[config.mk]
export PLATFORM = sky130hd
export DESIGN_NAME = seq_pattern_tx
export DESIGN_NICKNAME = d
export VERILOG_FILES = /design/src/rtl/seq_pattern_tx.sv
export SDC_FILE = /design/constraint.sdc
export NUM_CORES = 1
export LEC_CHECK = 0
export ABC_AREA = 1
export CAP_MARGIN = 10
export CORE_MARGIN = 2
export CORE_UTILIZATION = 35
export CTS_CLUSTER_DIAMETER = 60
export CTS_CLUSTER_SIZE = 40
export DETAILED_ROUTE_END_ITERATION = 12
export HOLD_SLACK_MARGIN = 0.12
export SLEW_MARGIN = 25
export SYNTH_ARGS = -nofsm -noshare
export SYNTH_HDL_FRONTEND = slang
export SYNTH_SLANG_ARGS = --single-unit
[constraint.sdc]
create_clock -name clk -period 4.3 [get_ports clk]
set_clock_uncertainty 0.15 [all_clocks]
set_input_delay 0.86 -clock clk [delete_from_list [all_inputs] [get_ports clk]]
set_output_delay 0.86 -clock clk [all_outputs]
set_load 0.01 [all_outputs]
[src/rtl/seq_pattern_tx.sv]
// Serial pattern transmitter. Sends a captured WIDTH-bit pattern MSB-first on j, (frames+1) times, with GAP idle cycles between frames.
// Moore outputs decoded from registered state only. start is honoured only in IDLE and ignored in every other state.
module seq_pattern_tx #(
    parameter int WIDTH = 4,
    parameter int GAP   = 2,
    localparam int IW   = (WIDTH > 2) ? $clog2(WIDTH) : 1
) (
    input  logic             clk,
    input  logic             rst,
    input  logic             start,
    input  logic [WIDTH-1:0] data,
    input  logic [2:0]       frames,
    output logic             j,
    output logic             busy,
    output logic             done,
    output logic [IW-1:0]    bit_idx
);

    localparam int GW = (GAP > 2) ? $clog2(GAP) : 1;
    localparam logic [IW-1:0] BIT_LAST = IW'(WIDTH - 1);
    localparam logic [GW-1:0] GAP_LAST = GW'((GAP > 0) ? GAP - 1 : 0);

    typedef enum logic [1:0] {
        IDLE   = 2'd0,
        SEND   = 2'd1,
        GAP_ST = 2'd2,
        DONE   = 2'd3
    } state_t;

    state_t           ps, ns;
    logic [WIDTH-1:0] pat;
    logic [WIDTH-1:0] sreg;
    logic [IW-1:0]    bit_cnt;
    logic [2:0]       remaining;
    logic [GW-1:0]    gap_cnt;

    always_ff @(posedge clk or posedge rst) begin
        if (rst) ps <= IDLE;
        else     ps <= ns;
    end

    always_comb begin
        ns = ps;
        case (ps)
            IDLE:    if (start) ns = SEND;
            SEND: begin
                if (bit_cnt == '0) begin
                    if (remaining == 3'd0) ns = DONE;
                    else if (GAP > 0)      ns = GAP_ST;
                    else                   ns = SEND;
                end
            end
            GAP_ST:  if (gap_cnt == '0) ns = SEND;
            DONE:    ns = IDLE;
            default: ns = IDLE;
        endcase
    end

    always_ff @(posedge clk or posedge rst) begin
        if (rst) begin
            pat       <= '0;
            sreg      <= '0;
            bit_cnt   <= '0;
            remaining <= '0;
            gap_cnt   <= '0;
        end else begin
            case (ps)
                IDLE: begin
                    if (start) begin
                        pat       <= data;
                        sreg      <= data;
                        remaining <= frames;
                        bit_cnt   <= BIT_LAST;
                    end
                end
                SEND: begin
                    if (bit_cnt != '0) begin
                        sreg    <= sreg << 1;
                        bit_cnt <= bit_cnt - 1'b1;
                    end else if (remaining != 3'd0) begin
                        remaining <= remaining - 3'd1;
                        // Back-to-back frames reload here; otherwise the GAP exit does it.
                        if (GAP > 0) begin
                            gap_cnt <= GAP_LAST;
                        end else begin
                            sreg    <= pat;
                            bit_cnt <= BIT_LAST;
                        end
                    end
                end
                GAP_ST: begin
                    if (gap_cnt == '0) begin
                        sreg    <= pat;
                        bit_cnt <= BIT_LAST;
                    end else begin
                        gap_cnt <= gap_cnt - 1'b1;
                    end
                end
                default: ;
            endcase
        end
    end

    assign j       = (ps == SEND) && sreg[WIDTH-1];
    assign busy    = (ps == SEND) || (ps == GAP_ST);
    assign done    = (ps == DONE);
    assign bit_idx = (ps == SEND) ? bit_cnt : '0;

endmodule

==> qor.csv <==
metric,value,unit
run_status,"complete, but fails checks",
failed_checks,DRC,
tightest_slew,0.629,ns
preCtsSetupSlack,1.59,ns
clock-sinks,16,
hp-class,reg -> reg,
io_buffers,14,
p_leak,0.689,nW
antenna_found_initial,0,
synth-compound-area-share,5.75,%
cp.required,3.29,ns
fp-row-count,19,
worst_slack,1.29,ns
cts_made_buffers,3,
dp_hpwl,1540,um
fmax,332,MHz
post_cts_resized,0,
synth_fp_nets,155,
ios,15,
synthSimpleGateAreaFrac,30.8,%
synthAdderAreaFrac,10.8,%
path_class,reg -> out,
synth_xor_area_share,0,%
drive_gt1_share,11.2,%
cp_max_fo,13,
tritoncts,built,
start_util,37.2,%
period_share,70.0,%
postCtsSetupBuffers,0,
finalSetupViolations,0,
p_total,946,uW
drtAntennaViolNets,0,
insertion_delay,0.29,ns
cp-start-kind,flop,
max-vdd-ir-drop,0.278,mV
syn_avg_cell_area,7.68,sq um
ys_types,18,
crit_path_end_kind,primary output,
htree_levels,1,
finalNetCount,172,
drc_errors,1,
rsz0062_at_grt,no,
cts_root_buffer,clkbuf_4,
pwr_density_cell,760,mW/mm^2
gp_congestion,0.795,
tns,0,ns
met1_length,914,um
synth_area,0.00104,sq mm
via_count,851,
syn_to_final_growth,19.0,%
ys_seq_area_share,38.3,%
totalWireLength,1970,um
synth_top_family_by_area,simple AND/OR/NAND/NOR gates,
design_area,0.00124,sq mm
top_layer,met3,
hold_slack,0.329,ns
synth.area.mux_share,4.31,%
yosys_warnings,0,
cp.arrival,2.00,ns
ys_ff_latch,16,
final_cells,183,
overflow,0,
drv_cap,0,
hold_viol,0,
clockBufferDepth,2,
grt_pass1_vias,830,
diodes,0,
final.min_clock_period,3.01,ns
die_w,58.6,um
wl_met2,989,um
clkTransAtPathRegs,0.10,ns
grt_max_degree,17,
layout_commonest_cell,nand2_1,
syn_inst,136,
drt_pre_antenna_iters,8,
final_util,44.3,%
layout_common_cells,"46 x nand2_1, 21 x inv_1, 16 x dfrtp_1",
holdBufCountCts,0,
grt_use_total,13.1,%
dpl-instance-area,0.00121,sq mm
slew_viol_final,0,
coreArea,0.00281,sq mm
wl_met3,63,um
die_area,0.00344,sq mm
grt_pass1_wl,3420,um
slew_headroom,58.0,%
via_per_inst,4.65,
fp.dieH,58.6,um
avgRoutedWirePerCell,10.7,um
dp.cells,179,
initialDrtViolationCount,28,
==> cells in the mapped netlist <==
| cell | number | area (sq um) |
|---|---|---|
| nor2_2 | 1 | 6.26 |
| o21ai_0 | 6 | 30.0 |
| nand2_2 | 5 | 31.3 |
| nand2_1 | 46 | 173 |
| nand3_2 | 1 | 10.0 |
| ha_1 | 9 | 113 |
| a21oi_1 | 1 | 5.00 |
| dfrtp_1 | 16 | 400 |
| mux2_4 | 3 | 45.0 |
| buf_6 | 1 | 11.3 |
| buf_2 | 1 | 5.00 |
| nand3_1 | 14 | 70.1 |
| nor2_8 | 1 | 20.0 |
| o21ai_1 | 5 | 25.0 |
| nor2_1 | 3 | 11.3 |
| inv_4 | 1 | 6.26 |
| inv_2 | 1 | 3.75 |
| inv_1 | 21 | 78.8 |
==> registers in the layout, indices dropped and copies added (netlist names) <==
signal     count
bit_cnt        2
pat            4
gap_cnt        1
sreg           4
remaining      3
ps             2
==> power by group <==
part | switching, mW | internal [mW] | leakage [nW]
registers | 0.0483 | 0.225 | 0.196
clock network | 0.0504 | 0.0515 | 0.0210
logic | 0.335 | 0.236 | 0.472
==> worst max-delay path, cell delays in order, from the launching register on <==
cell	delay (ns)
dfrtp_1	0.43
inv_1	0.14
ha_1	0.47
nand2_1	0.10
inv_1	0.06
clkdlybuf4s50_1	0.52
==> layer usage <==
layer	global-route usage, %	vias to the layer above
met1	15.3	390
li1	-	450
met2	23.6	11
met5	0	-
met4	3.25	0
met3	3.52	0
==> layout make-up <==
type	count	area, sq um
Fill cell	290	1560
Multi-Input combinational cell	95	539
Sequential cell	16	400
Timing Repair Buffer	14	140
Inverter	23	88.8
Tap cell	31	38.8
Clock buffer	4	36.3
==> logic make-up (layout without fill, tap and decap cells) <==
family                   after synthesis  after routing
adder cells (fa/ha/maj)                9              9
flip-flops                            16             16
AO/OA/AOI/OAI                         12             12
multiplexers                           3              3
AND/OR/NAND/NOR                       71             71
buffers and inverters                 25             41
==> worst paths after layout <==
check | startpoint | end | slack [ns] | depth (start not counted)
setup / recovery | ps[1] | bit_idx[1] | 1.29 | 5
hold / removal | sreg[3] | sreg[3] | 0.33 | 2
setup reg to reg | ps[1] | remaining[0] | 2.49 | 6
hold reg to reg | sreg[3] | sreg[3] | 0.33 | 2
max in group asynchronous | rst | sreg[3] | 2.81 | 2
min in group asynchronous | rst | sreg[0] | 0.79 | 2
Note: power is estimated with default switching activity, not from simulation.
